$ cat src/rtl/tick_gen_pkg.sv
// tick_gen_pkg: shared constants, channel-index type and index-width helper
// for the multi-channel tick generator.
//   TICK_NCH_MAX   - largest supported channel count
//   TICK_WIDTH_MAX - largest supported counter/divisor width
//   tick_chan_t    - channel index wide enough for TICK_NCH_MAX channels
//   tick_idx_width - bits needed to address n channels (never below 1)
package tick_gen_pkg;

  localparam int unsigned TICK_NCH_MAX   = 16;
  localparam int unsigned TICK_WIDTH_MAX = 32;

  typedef logic [$clog2(TICK_NCH_MAX)-1:0] tick_chan_t;

  function automatic int unsigned tick_idx_width(input int unsigned n);
    return (n <= 1) ? 1 : $clog2(n);
  endfunction

endpackage

$ cat src/rtl/tick_channel.sv
// tick_channel: one tick-generator channel (counter, divisor, registered tick).
// Optional feature macro: TICK_SQUARE_EN adds a 50%-duty square output.
// Ports:
//   clock_in  - system clock, posedge
//   resetn    - asynchronous active-low reset
//   en        - run enable; counter and square hold while low
//   restart   - synchronous clear of counter/tick(/square); divisor kept
//   wr        - load new_div into the divisor and clear the counter
//   new_div   - divisor value for wr
//   tick      - registered one-cycle pulse, one per div+1 enabled cycles
//   square    - (TICK_SQUARE_EN) toggles whenever tick goes high
module tick_channel
  import tick_gen_pkg::*;
#(
  parameter int unsigned      WIDTH       = 24,
  parameter logic [WIDTH-1:0] DEFAULT_DIV = '1
) (
  input  logic             clock_in,
  input  logic             resetn,
  input  logic             en,
  input  logic             restart,
  input  logic             wr,
  input  logic [WIDTH-1:0] new_div,
  output logic             tick
`ifdef TICK_SQUARE_EN
  ,
  output logic             square
`endif
);

  logic [WIDTH-1:0] cnt;
  logic [WIDTH-1:0] div;

  // Priority: restart, then write, then normal counting. A write never
  // emits a tick in its accept cycle, even when cnt == div.
  always_ff @(posedge clock_in or negedge resetn) begin
    if (!resetn) begin
      cnt  <= '0;
      div  <= DEFAULT_DIV;
      tick <= 1'b0;
    end else if (restart) begin
      cnt  <= '0;
      tick <= 1'b0;
    end else if (wr) begin
      div  <= new_div;
      cnt  <= '0;
      tick <= 1'b0;
    end else if (en && (cnt == div)) begin
      cnt  <= '0;
      tick <= 1'b1;
    end else if (en) begin
      cnt  <= cnt + WIDTH'(1);
      tick <= 1'b0;
    end else begin
      tick <= 1'b0;
    end
  end

`ifdef TICK_SQUARE_EN
  always_ff @(posedge clock_in or negedge resetn) begin
    if (!resetn) begin
      square <= 1'b0;
    end else if (restart || wr) begin
      square <= 1'b0;
    end else if (en && (cnt == div)) begin
      square <= ~square;
    end
  end
`endif

endmodule

$ cat src/rtl/tick_gen.sv
// tick_gen: NCH independent clock-enable tick generators with a runtime
// divisor write port (valid/ready). Period of channel i is div[i]+1 cycles.
// Optional feature macro: TICK_SQUARE_EN adds the square output port.
// Ports:
//   clock_in  - system clock, posedge
//   resetn    - asynchronous active-low reset
//   enable    - per-channel run enable
//   restart   - synchronous phase-align: clears every counter
//   cfg_valid - divisor write request
//   cfg_ready - write accepted this cycle (resetn high and restart low)
//   cfg_chan  - target channel; indices >= NCH are accepted and dropped
//   cfg_div   - new divisor
//   tick      - registered one-cycle pulse per channel
//   square    - (TICK_SQUARE_EN) registered 50%-duty toggle per channel
module tick_gen
  import tick_gen_pkg::*;
#(
  parameter int unsigned      NCH         = 4,
  parameter int unsigned      WIDTH       = 24,
  parameter logic [WIDTH-1:0] DEFAULT_DIV = '1
) (
  input  logic                              clock_in,
  input  logic                              resetn,
  input  logic [NCH-1:0]                    enable,
  input  logic                              restart,
  input  logic                              cfg_valid,
  output logic                              cfg_ready,
  input  logic [tick_idx_width(NCH)-1:0]    cfg_chan,
  input  logic [WIDTH-1:0]                  cfg_div,
  output logic [NCH-1:0]                    tick
`ifdef TICK_SQUARE_EN
  ,
  output logic [NCH-1:0]                    square
`endif
);

  logic accept;

  assign cfg_ready = resetn & ~restart;
  assign accept    = cfg_valid & cfg_ready;

  // Out-of-range channel indices match no generated channel, so such a
  // write completes its handshake without touching any state.
  for (genvar i = 0; i < NCH; i++) begin : g_ch
    logic wr;
    assign wr = accept && (tick_chan_t'(cfg_chan) == tick_chan_t'(i));

    tick_channel #(
      .WIDTH      (WIDTH),
      .DEFAULT_DIV(DEFAULT_DIV)
    ) u_ch (
      .clock_in(clock_in),
      .resetn  (resetn),
      .en      (enable[i]),
      .restart (restart),
      .wr      (wr),
      .new_div (cfg_div),
      .tick    (tick[i])
`ifdef TICK_SQUARE_EN
      ,
      .square  (square[i])
`endif
    );
  end

endmodule

$ cat config.mk
export PLATFORM = sky130hd
export DESIGN_NAME = tick_gen
export DESIGN_NICKNAME = d
export VERILOG_FILES = /design/src/rtl/tick_gen_pkg.sv /design/src/rtl/tick_channel.sv /design/src/rtl/tick_gen.sv
export SDC_FILE = /design/constraint.sdc
export NUM_CORES = 1
export LEC_CHECK = 0
export CORE_MARGIN = 8
export CORE_UTILIZATION = 48
export DETAILED_ROUTE_END_ITERATION = 16
export MAX_ROUTING_LAYER = met4
export PLACE_DENSITY = 0.77
export SETUP_SLACK_MARGIN = 0.02
export SKIP_CTS_REPAIR_TIMING = 1
export SYNTH_ARGS = -nofsm -noshare
export SYNTH_HDL_FRONTEND = slang
export SYNTH_SLANG_ARGS = --single-unit
$ cat constraint.sdc
create_clock -name clock_in -period 2.7 [get_ports clock_in]
set_clock_uncertainty 0.2 [all_clocks]
set_input_delay 0.81 -clock clock_in [delete_from_list [all_inputs] [get_ports clock_in]]
set_output_delay 0.81 -clock clock_in [all_outputs]
set_load 0.05 [all_outputs]
==> results.md, run 1 <==
Setup path:
- The worst setup path is of the flop to output port kind.
- The critical path arrival is about 1.6 ns.
- The top fanout value on the critical path is 1.
- The kind of cell with the highest combined delay along the critical path is buffers and inverters.
- The number of buffers and inverters on the critical path is 1.
- For the worst setup path, the data required time is between 1.5 and 2 ns.
- The sort of element at the end of the critical path is an output port.
- The largest single stage delay on the critical path is 0.80 ns.
- For this design, the slowest cell found on the critical path is sky130_fd_sc_hd__clkdlybuf4s50_1.
- The signal on the critical path passes through clkdlybuf4s50_1.
- The kind of start point of the critical path is a flop.

Clocking:
- TritonCTS built the clock tree.
- Clock tree synthesis found a total of 196 sinks.
- The insertion delay to the later sink of the worst-skew pair is 0.44 ns.
- The buffer cell driving the clock tree root is sky130_fd_sc_hd__clkbuf_16.
- In this run, CTS created clock tree buffers numbering 17.
- The largest buffer count on any clock path is 2.
- After clock tree synthesis, the clock-pin slew on the worst setup and hold paths is around 0.08 ns.
- CTS built an H-tree with a depth of 4.

Detailed routing:
- After detailed routing, the average wire length per cell comes to just under 20 um.
- After detailed routing, the number of vias per cell comes to 6.11.
- The length of the first detailed-routing pass in iterations is 5.
- The residual DRC count is 0.
- The wire length reported by the detailed router is 26600 um.
- The detail route stage leaves a number of antenna-violating nets equal to 0.
- The total vias in the final route is 8346.
- The number of violations reported at the end of detailed-routing iteration 0 is 754.

Yosys:
- For this run, asynchronously set or reset flops after synthesis account for 100%.
- The top cell type by area accounts for 23.6% of the synthesized area.
- The largest family of logic cells by synthesized area is simple AND/OR/NAND/NOR gates.
- The commonest cells after synthesis are 100 x sky130_fd_sc_hd__dfrtp_1, 96 x sky130_fd_sc_hd__dfstp_2, 96 x sky130_fd_sc_hd__mux2_2.
- Ranked by total cell area, the synthesized netlist is headed by sky130_fd_sc_hd__dfstp_2 24%, sky130_fd_sc_hd__dfrtp_1 23%, sky130_fd_sc_hd__mux2_2 10%.
- The mux cell area share after synthesis is 10.1%.
- The net count after synthesis is 1060.
- The synthesized design contains about 200 register bits.
- The count of synthesis-stage warnings from yosys is 0.
- Sequential cells were found to cover 47.0% of the synthesized design area.
- The main flop type after synthesis is sky130_fd_sc_hd__dfrtp_1.
- Among all cell types in the netlist, the one instantiated most often is sky130_fd_sc_hd__dfrtp_1.
- Each instance of the synthesized netlist takes up on average between 10 and 15 um2.
- The synthesized-area fraction occupied by and/or/nand/nor cells is 20.3%.
- The netlist uses a little over 60 different library cells.
- The post-synthesis cell area is 10700 um2.
- The number of standard cells after synthesis is around 1000.
- Counting flops with a built-in enable in the synthesized netlist gives 0.
- Summing the areas of all fa, ha and maj instances in the mapped netlist gives less than 1% of the synthesized area.
- The cell type with the highest aggregate area in the netlist is sky130_fd_sc_hd__dfstp_2.
- Summing the areas of all xor and xnor instances in the mapped netlist gives 8.19% of the synthesized area.
- The post-synthesis compound-gate area fraction is 10.6%.

Min path:
- The type of the worst min-delay path is input port to asynchronous set/reset pin.

STA:
- The minimum clock period is 2.58 ns.
- Setup violations remaining at the end of the flow were counted as 0.
- Derived from the worst setup path, the maximum achievable clock frequency is 0.388 GHz.
- Adding up every negative setup slack in the final design gives 0 ns.
- The slew at the pin with the worst max-slew slack is between 0.9 and 1 ns.
- The total count of hold-check failures in the final report is 0.
- Setup slack on the critical path of the routed design comes to approximately 0.12 ns.
- Setup repair after global routing left no endpoint under its margin.
- The worst slew margin relative to its limit is 35.2%.
- Of the available clock period, the critical path in the final layout requires 95.5%.
- The number of pins exceeding their max-slew limit in the final report came to 0.

Global routing:
- The number of antenna violations at the first check in global routing is 0.
- The layer flagged by global routing as most heavily used is met2.
- The number of global-route vias before repair came to 8071.
- For this run the aggregate overflow at the end of global routing stands at 0.
- The first-pass GRT wire length is between 40000 and 50000 um.
- The global routing usage on met1 is 27.3%.
- Global routing used approximately 3.4% of the available met3 tracks.
- The total global routing track utilization is around a fifth.
- The pin count of the biggest net entering global routing is between 150 and 200.
- The met2 demand-to-capacity share in global routing is between 30% and 40%.

Placement:
- The congestion estimate from routability-driven global placement came to 0.921.
- The wire-length estimate of the detail-placed layout is 18800 um.
- Timing analysis after detailed placement gives a worst setup slack of -0.320 ns.
- In this run the tool buffered the top-level ports with 38 buffer cells.

Floorplan:
- The width of the die is about 170 um.
- The I/O pin count is 39.
- The floorplan core area is 21800 um2.
- The effective utilization at floorplan is 49.0%.
- In this run the vertical extent of the chip is 165 um.
- The die covers 27300 um2.
- Row generation in the floorplan step produced 54 rows.

Power:
- IR analysis of the VDD net gives a maximum drop of 0.485 mV.
- In this run the power density over the cells is between 600 and 700 nW/um2.
- The leakage power of the design is around 4.6 nW.

Final layout:
- Fill cells in the final layout number about 1800.
- The net count reported at finish is roughly 1100.
- Cells with a size suffix above 1 make up 28.2% of the layout.
- Compared with the post-synthesis result, the final layout area differs by 14.4%.

Run:
- The tool flagged a number of max-cap violations equal to 0.

Outcome:
- The run finished with clean final reports.
## logic make-up after synthesis
kind of cell / after synthesis
xor gates and xnor gates: 100
adders and majority gates: 4
and+or+nand+nor: 397
buffers and inverters: 77
muxes: 96
DFF: 196
AOI/OAI and AO/OA: 152
## stage by stage
stage	instance area (um2)	hold WS [ns]	power (mW)	utilization, %	instances
2_1_floorplan	10700	0.284	4.62	-	1022
3_3_place_gp	11600	0.323	5.02	53.2	1334
3_5_place_dp	11600	0.327	5.07	53.2	1334
4_1_cts	12200	0.0871	7.75	56.0	1366
5_1_grt	12200	0.0799	8.02	56.1	1366
6_report	12200	0.0920	7.72	56.1	1367
## cells in the final DEF, fill, tap and decap left out, drive strengths merged, types with 12 or more instances in the layout
cell and n:
nor2 32, a21oi 19, o31ai 16, a31oi 22, mux2 96, clkdlybuf4s50 35
nand3 91, o21ai 15, nand2b 12, inv 24, and2 22, clkbuf 18
nand2 96, buf 55, nand4 67, nor4 14, xnor2 94, and3 18
dfrtp 100, dfstp 96, o311ai 36
## registers in the layout, summed over array words and instances (netlist names)
register	flops
g_ch.u_ch.cnt	96
g_ch.u_ch.tick	4
g_ch.u_ch.div	96
## per-layer routing
metal | part of all wire [%] | vias to the layer above
met5 | 0 | -
met4 | 3.3 | 0
met3 | 4.4 | 70
met2 | 47 | 261
met1 | 45 | 4136
li1 | - | 3879
## final cells by class
cell class | instances | area [um2] | share of cell area (%)
clock buffer | 17 | 425 | 3.48
multi-input combinational | 749 | 5320 | 43.5
antenna | 1 | 2.50 | 0.0204
sequential | 196 | 5020 | 41.1
clock inverter | 15 | 194 | 1.58
inverter | 17 | 63.8 | 0.521
tap | 280 | 350 | 2.86
timing repair buffer | 92 | 852 | 6.96
## power breakdown
group          internal, mW  switching (mW)  total (mW)  leakage (nW)
registers              3.53           0.269        3.80          2.40
logic                 0.642           0.608        1.25          1.90
clock network          1.49            1.19        2.67         0.294
## path summary, 6_finish.rpt
kind | end | cells past startpoint | from | slack [ns]
setup / recovery | tick[1] | 1 | g_ch[1].u_ch.tick | 0.12
hold / removal | g_ch[1].u_ch.cnt[4] | 2 | resetn | 0.09
setup reg to reg | g_ch[1].u_ch.cnt[11] | 7 | g_ch[1].u_ch.cnt[5] | 0.30
hold reg to reg | g_ch[1].u_ch.cnt[19] | 1 | g_ch[1].u_ch.cnt[19] | 0.34
max in group asynchronous | g_ch[2].u_ch.cnt[20] | 3 | resetn | 1.08
min in group clock_in | g_ch[1].u_ch.cnt[19] | 1 | g_ch[1].u_ch.cnt[19] | 0.34
No activity file was read; power rests on OpenSTA's default activity.
==> run 2: changes to the inputs <==
HOLD_SLACK_MARGIN = 0.02   (was default)
SYNTH_HIERARCHICAL = 1   (was default)
==> run 2 against run 1 <==
  * First-iteration DRC count fell by 48%
  * Via count down 17%
  * Sequential power down 4%
  * Largest power group unchanged
  * Highest routed layer unchanged
  * Total power grew 0.40%
  * Global-route usage down 1.4 points
==> results.md, run 2 <==
STA:
- The setup slack of the critical path after layout is 0.118 ns.
- The number of pins exceeding their max-slew limit in the final report is 0.
- The count of endpoints failing setup in the final report is 0.
- Subtracting the final worst setup slack from the clock period gives 2.58 ns.
- At the pin with the least slew margin, the transition time is approximately 0.76 ns.
- Setup repair after global routing left no endpoint under its margin.
- The final-layout worst hold slack is ~0.25 ns.
- The achievable frequency is 0.387 GHz.
- The post-route fraction of the period consumed by the critical path is a little over nine tenths.
- Adding up every negative setup slack in the final design gives 0 ns.
- The worst slew margin relative to its limit is 49.6%.
- The total count of hold-check failures in the final report is 0.

Power:
- The completed layout was analyzed and its total power is ~7.8 mW.
- Per report_power, the combinational group accounts for 12.7% of the total.
- The peak ir drop on the vdd network is 0.572 mV.
- The share of total power dissipated in the clock network is 40.2%.
- Dividing total power by cell area gives a power density of 657 nW/um2.
- The relative contribution of sequential cells to total power is 47.2%.
- The cell internal power dissipation is 6.00 mW.
- In this run switching power makes up 22.6% of total power.
- The analysis attributes to cell leakage a power of between 4 and 5 nW.
- The total net switching power is 1.75 mW.

Final layout:
- The most common library cell in the layout ignoring fill and taps is sky130_fd_sc_hd__xnor2_1.
- The repair_antennas step left the layout with diodes totalling 0.
- For this run, the share of the core covered by cells in the final layout is 56.8%.
- The largest registers in the layout are g_ch.u_ch/cnt: 96 flops, g_ch.u_ch/div: 96 flops, g_ch.u_ch/tick: 4 flops.
- The net count reported at finish is about 990.
- With fillers left out, the area of the finished cells amounts to 11800 um2.
- Cells with a size suffix above 1 make up 32.4% of the layout.
- In the layout the commonest cells are 112 x sky130_fd_sc_hd__xnor2_1, 100 x sky130_fd_sc_hd__dfrtp_1, 96 x sky130_fd_sc_hd__mux2_2, 96 x sky130_fd_sc_hd__dfstp_2, 84 x sky130_fd_sc_hd__nor2_1.
- The finished layout holds 1243 standard cells, fillers aside.
- Compared with the post-synthesis result, the final layout area differs by 17.7%.

Setup path:
- The endpoint identified for the worst register-to-register timing path is g_ch[1].u_ch/cnt[21].
- The number of cells on the critical path is 1.
- In this run the register-to-register setup slack is 0.27 ns.
- The data required time of the critical path is 1.69 ns.
- The worst setup path is captured at an output port.
- The critical path arrival is 1.57 ns.
- On the critical path the largest part of the delay comes from buffers and inverters.
- STA classifies the critical path startpoint as a flop.
- The worst register-to-register path begins at g_ch[1].u_ch/div[20].
- The library cell contributing the largest single delay on the critical path is sky130_fd_sc_hd__clkdlybuf4s50_1.
- The critical path goes through clkdlybuf4s50_1.
- The largest single stage delay on the critical path is 0.81 ns.
- The worst setup path is of the flop to output port kind.
- The logic depth of the worst register-to-register path is 8.
- The critical path buffer and inverter count is 1.
- In this run the worst path has a maximum fanout of 1.

Clocking:
- The TritonCTS buffer count is 17.
- The H-tree was split into 4 levels.
- The insertion delay to the later sink of the worst-skew pair is 0.44 ns.
- The TritonCTS clock tree is built.
- The clock net sink count is 196.
- The clock passes through at most 2 buffers.
- After clock tree synthesis, the clock-pin slew on the worst setup and hold paths is 0.07 ns.
- The tree is rooted in a sky130_fd_sc_hd__clkbuf_16.

Global routing:
- Global routing finished with a remaining overflow of 0.
- The number of antenna violations at the first check in global routing came to 0.
- The number of global-route vias before repair is 7208.
- The pin count of the biggest net entering global routing is 62.
- The first-pass GRT wire length is approximately 38000 um.
- The total global routing track utilization is 19.3%.

Detailed routing:
- The number of antenna-violating nets in the routed design is 0.
- After detailed routing, the wire length on met1 is between 10000 and 15000 um.
- In the routed design, unresolved DRC markers number 0.
- The length of the first detailed-routing pass in iterations is 4.
- Wire segments on met2 add up to roughly 11000 um in the final route.
- The total vias in the final route is 6954.
- The wire length reported by the detailed router is roughly 23000 um.
- The wire length on met3 is around 940 um.
- The detail-routed via count per cell is 5.59.
- The number of violations reported at the end of detailed-routing iteration 0 is 392.
- Routed signal wires occupy layers up through met4.
- After detailed routing, the average wire length per cell comes to roughly 19 um.

Placement:
- The cell area after placement is 11100 um2.
- Once placement completed, the tool counted placed cells totaling 1211.
- During placement, the flow inserted port buffers numbering 38.
- The weighted congestion reported at the end of routability-driven placement is 0.867.
- The total half-perimeter wirelength after legalization and detailed placement is 16700 um.
- The setup slack at placement is -0.355 ns.

Yosys:
- The cell with the most instances after synthesis is sky130_fd_sc_hd__xnor2_1.
- The mapped netlist covers 10000 um2.
- In this run, synthesis produced a sequential element count of 196.
- The share of synthesized area occupied by flip-flops and latches is 50.2%.
- In this run, synthesis inferred 0 flip-flops with an integrated enable.
- The number of standard cells after synthesis is 881.
- The count of synthesis-stage warnings from yosys is 6.
- The netlist uses 39 different library cells.
- The cell type with the highest aggregate area in the netlist is sky130_fd_sc_hd__dfstp_2.
- The fraction of registers with async set or reset after synthesis is 100%.
- The share of the synthesized area in the top cell type is roughly a quarter.
- Yosys attributes the largest share of cell area to sky130_fd_sc_hd__dfstp_2 25%, sky130_fd_sc_hd__dfrtp_1 25%, sky130_fd_sc_hd__mux2_2 11%.
- The main flop type after synthesis is sky130_fd_sc_hd__dfrtp_1.
- A synthesized cell averages 11.4 um2.
- The number of nets handed over by synthesis was about 920.
- The commonest cells after synthesis are 112 x sky130_fd_sc_hd__xnor2_1, 100 x sky130_fd_sc_hd__dfrtp_1, 96 x sky130_fd_sc_hd__dfstp_2, 96 x sky130_fd_sc_hd__mux2_2, 88 x sky130_fd_sc_hd__nor2_1.

Floorplan:
- The effective utilization at floorplan is 48.2%.
- The I/O pin count is 39.
- From bottom edge to top edge, the die measures about 160 um.
- Row generation in the floorplan step produced 53 rows.
- The die area is 25700 um2.
- The floorplan core area is 20800 um2.
- The floorplan step set the die width to around 160 um.

Outcome:
- The run finished with clean final reports.

Run:
- Max-cap violations in this run came to 0.

Min path:
- The type of the worst min-delay path is input port to asynchronous set/reset pin.
==> run 2: cell types whose count changed after synthesis, moves of 20 or more <==
cell                       before  now
sky130_fd_sc_hd__xor2_1         6   48
sky130_fd_sc_hd__and2_1        22    0
sky130_fd_sc_hd__nand3_1       91   32
sky130_fd_sc_hd__nand4_1       64   44
sky130_fd_sc_hd__o311ai_0      31    0
sky130_fd_sc_hd__nand2_1       94   52
sky130_fd_sc_hd__nor2_1        32   88
==> run 2: worst register-to-register path, cell delays in order (launching register included) <==
cell                      delay (ns)
sky130_fd_sc_hd__dfstp_2        0.54
sky130_fd_sc_hd__xnor2_1        0.16
sky130_fd_sc_hd__nand4_1        0.17
sky130_fd_sc_hd__nor4_1         0.36
sky130_fd_sc_hd__buf_4          0.18
sky130_fd_sc_hd__a211o_1        0.18
sky130_fd_sc_hd__buf_4          0.24
sky130_fd_sc_hd__o21ai_0        0.11
sky130_fd_sc_hd__a21bo_1        0.19
==> run 2: kinds of logic (layout without fill, tap and decap cells) <==
logic type | after synthesis | after routing | share of synthesized area [%]
muxes | 96 | 96 | 10.8
AOI/OAI and AO/OA | 60 | 60 | 4.80
buffers and inverters | 48 | 135 | 2.20
adders and majority gates | 4 | 4 | 0.500
DFF | 196 | 196 | 50.2
xor gates and xnor gates | 160 | 160 | 14.0
and+or+nand+nor | 317 | 317 | 17.5
==> run 2: area by class of cell <==
type                       instances  area (um2)
timing repair buffer              95         862
fill                            1697        8960
clock inverter                    13         303
clock buffer                      19         433
sequential                       196        5020
tap                              275         344
inverter                           8        30.0
multi-input combinational        637        4790
==> run 2: routing by layer <==
layer | vias to the layer above | track usage, %
met1 | 3530 | 24.6
li1 | 3251 | -
met3 | 30 | 3.74
met4 | 0 | 5.99
met2 | 143 | 30.8
met5 | - | -
==> run 2: power by group through the flow <==
stage	combinational [mW]	sequential, mW	clock (mW)
after detailed placement	0.984	3.71	0
after global placement	0.956	3.69	0
after floorplan	0.667	3.64	0
final	0.983	3.66	3.11
after global routing	1.07	3.70	3.28
after CTS	0.992	3.66	3.16
==> run 2: worst max path at each step <==
stage,from,endpoint,slack (ns)
after global placement,restart,g_ch[0].u_ch/cnt[23],-0.28
after CTS,restart,cfg_ready,-0.03
after global routing,g_ch[1].u_ch/tick,tick[1],0.06
after floorplan,resetn,g_ch[1].u_ch/cnt[13],-0.02
final,g_ch[0].u_ch/tick,tick[0],0.12
after detailed placement,restart,g_ch[0].u_ch/cnt[23],-0.36
==> run 3: changes to the inputs <==
CORE_ASPECT_RATIO = 1.4   (was default)
CORE_MARGIN = 2   (was 8)
==> run 3 against run 2 <==
  * Register-to-register slack got worse by 0.05 ns
  * Wire length rose by 0.79%
  * Critical path depth unchanged
  * Flip-flop and latch count unchanged
  * Largest power group unchanged
  * Sequential power is essentially flat
==> results.md, run 3 (synthesis results as in run 2) <==
Outcome:
- The run finished with clean final reports.

Floorplan:
- 39 I/O pins were placed.
- The floorplan core area is 20500 um2.
- Measured along the y axis, the die boundary spans about 170 um.
- Row generation in the floorplan step produced 62 rows.
- The width of the die is 126 um.
- The initial utilization of the core area, before any placement, comes to 48.9%.
- The die area is 22100 um2.

Setup path:
- Of all nets on the critical path, the largest fanout is 1.
- The data required time of the critical path is 1.69 ns.
- The gate family responsible for the most delay along the worst path is buffers and inverters.
- The critical path arrival is 1.57 ns.
- Walking the worst path, the cells encountered are clkdlybuf4s50_1.
- On the worst path, the slowest cell contributes a delay of between 0.8 and 0.9 ns.
- Counting both buffers and inverters, the worst setup path holds a total of 1.
- The worst setup path is captured at an output port.
- The kind of start point of the critical path is a flop.
- The critical path in this run is classified as flop to output port.
- The largest individual stage delay along the critical path comes from the cell sky130_fd_sc_hd__clkdlybuf4s50_1.

STA:
- For the pin with the worst max-slew slack, the measured transition is 0.908 ns.
- The number of pins exceeding their max-slew limit in the final report came to 0.
- The worst pin sits at a relative slew slack of 39.5%.
- The post-route fraction of the period consumed by the critical path is 95.7%.
- Setup repair after global routing left no endpoint under its margin.
- The count of endpoints failing setup in the final report is 0.
- Setup slack on the critical path of the routed design comes to 0.117 ns.
- The achievable frequency is slightly below 0.4 GHz.
- On the final layout, the worst hold slack is roughly 0.095 ns.
- The total count of hold-check failures in the final report is 0.
- In the final timing run, aggregate negative setup slack is 0 ns.
- The minimum clock period is ~2.6 ns.

Global routing:
- The number of antenna violations at the first check in global routing is 0.
- The busiest layer in global routing is met2.
- The met2 demand-to-capacity share in global routing is 38.4%.
- The pin count of the biggest net entering global routing is 125.
- Global routing finished with a remaining overflow of 0.
- In the global route stage, met3 resource usage came out at 2.73%.
- The number of global-route vias before repair is 7195.
- Across every metal layer, demand over resource in global routing totals 22.9%.
- The first-pass GRT wire length is 38800 um.
- For met1 alone, demand over resource in global routing was 27.9%.

Clocking:
- The clock transition at the registers of the reported paths is 0.07 ns.
- The largest buffer count on any clock path is 2.
- Clock tree synthesis found a total of 196 sinks.
- The insertion delay to the later sink of the worst-skew pair is 0.43 ns.
- The H-tree depth is 4.
- The cell sitting at the root of the clock tree is a sky130_fd_sc_hd__clkbuf_16.
- The TritonCTS clock tree is built.
- Clock tree synthesis inserted a total of 17 buffers.

Detailed routing:
- The first routing iteration left slightly above 500 violations.
- The pre-antenna-repair detailed-routing pass consisted of 5 iterations.
- The routed wire length per instance is approximately 19 um.
- The final route contains 6964 vias.
- After detailed routing, the number of remaining DRC violations is 0.
- The detail-routed via count per cell is 5.70.
- The count of nets left with antenna violations once routing finished came out at 0.
- The final layout contains routed wiring with a total length of 23600 um.

Final layout:
- The number of diodes is 0.
- Relative to the synthesized area, the layout overhead comes to 16.4%.
- The largest registers in the layout are g_ch.u_ch/cnt: 96 flops, g_ch.u_ch/div: 96 flops, g_ch.u_ch/tick: 4 flops.
- The net count reported at finish is 991.
- After the flow finishes, the layout carries non-filler instances totaling 1222.
- In the layout the commonest cells are 112 x sky130_fd_sc_hd__xnor2_1, 100 x sky130_fd_sc_hd__dfrtp_1, 96 x sky130_fd_sc_hd__mux2_2, 96 x sky130_fd_sc_hd__dfstp_2, 84 x sky130_fd_sc_hd__nor2_1.
- The most common library cell in the layout ignoring fill and taps is sky130_fd_sc_hd__xnor2_1.
- The post-route cell area is ~12000 um2.
- The fraction of layout cells with a size suffix above 1 is about a third.

Min path:
- The type of the worst min-delay path is input port to asynchronous set/reset pin.

Placement:
- The count of port buffers added during placement is 38.
- The setup slack at placement is -0.296 ns.
- The cell count after placement is 1190.
- The cell area after placement is 11000 um2.
- At the end of routability-driven placement, the weighted congestion stood at between 0.8 and 0.9.
- The total half-perimeter wirelength after legalization and detailed placement is 16900 um.

Run:
- The tool flagged a number of max-cap violations equal to 0.

Power:
- Summed over all cells, the static leakage comes to between 4 and 5 nW.
- The worst-case IR drop observed on VDD is ~0.42 mV.
- Dividing total power by cell area gives a power density of 626 nW/um2.
## run 3: changes by cell type in the layout (fill, tap and decap cells not counted), moves of 2 or more
cell                        before  now
sky130_fd_sc_hd__clkinv_8        0    2
sky130_fd_sc_hd__inv_8           0    2
sky130_fd_sc_hd__inv_6           0    5
sky130_fd_sc_hd__buf_12          4    6
sky130_fd_sc_hd__bufinv_16       9    2
sky130_fd_sc_hd__buf_4          54   50
sky130_fd_sc_hd__clkbuf_1        2    0
## run 3: cell type report
class / count / area (um2)
sequential: 196 / 5020
fill: 1692 / 8820
timing repair buffer: 93 / 872
multi-input combinational: 637 / 4790
inverter: 8 / 30.0
clock buffer: 17 / 425
tap: 256 / 320
clock inverter: 15 / 190
## run 3: where the power goes
group          total (mW)  internal (mW)  leakage, nW  switching, mW
logic               0.997          0.548         1.95          0.449
registers            3.67           3.44         2.40          0.229
clock network        2.63           1.41        0.291           1.22
total                7.30           5.40         4.64           1.90
## run 3: path summary, 6_finish.rpt
kind,from,endpoint,slack [ns],depth (start not counted)
worst max register to register,g_ch[1].u_ch/cnt[6],g_ch[1].u_ch/cnt[21],0.22,8
min in group clock_in,g_ch[2].u_ch/cnt[21],g_ch[2].u_ch/cnt[21],0.36,1
worst min-delay path,resetn,g_ch[2].u_ch/cnt[19],0.1,2
worst min register to register,g_ch[2].u_ch/cnt[21],g_ch[2].u_ch/cnt[21],0.36,1
worst max-delay path,g_ch[0].u_ch/tick,tick[0],0.12,1
max in group asynchronous,resetn,g_ch[0].u_ch/cnt[11],1.14,3
## run 3: per-layer routing
layer,part of all wire [%],vias up,wire length (um)
li1,-,3251,-
met1,42,3461,9800
met2,51,196,12000
met3,3.2,56,760
met4,4.5,0,1060
met5,0,-,0
## run 3: metrics by stage
step                      util (%)  total power [mW]
after detailed placement      53.9              4.70
final                         56.9              7.30
after floorplan                  -              4.31
after global placement        53.9              4.65
after global routing          56.9              7.57
after CTS                     56.9              7.35
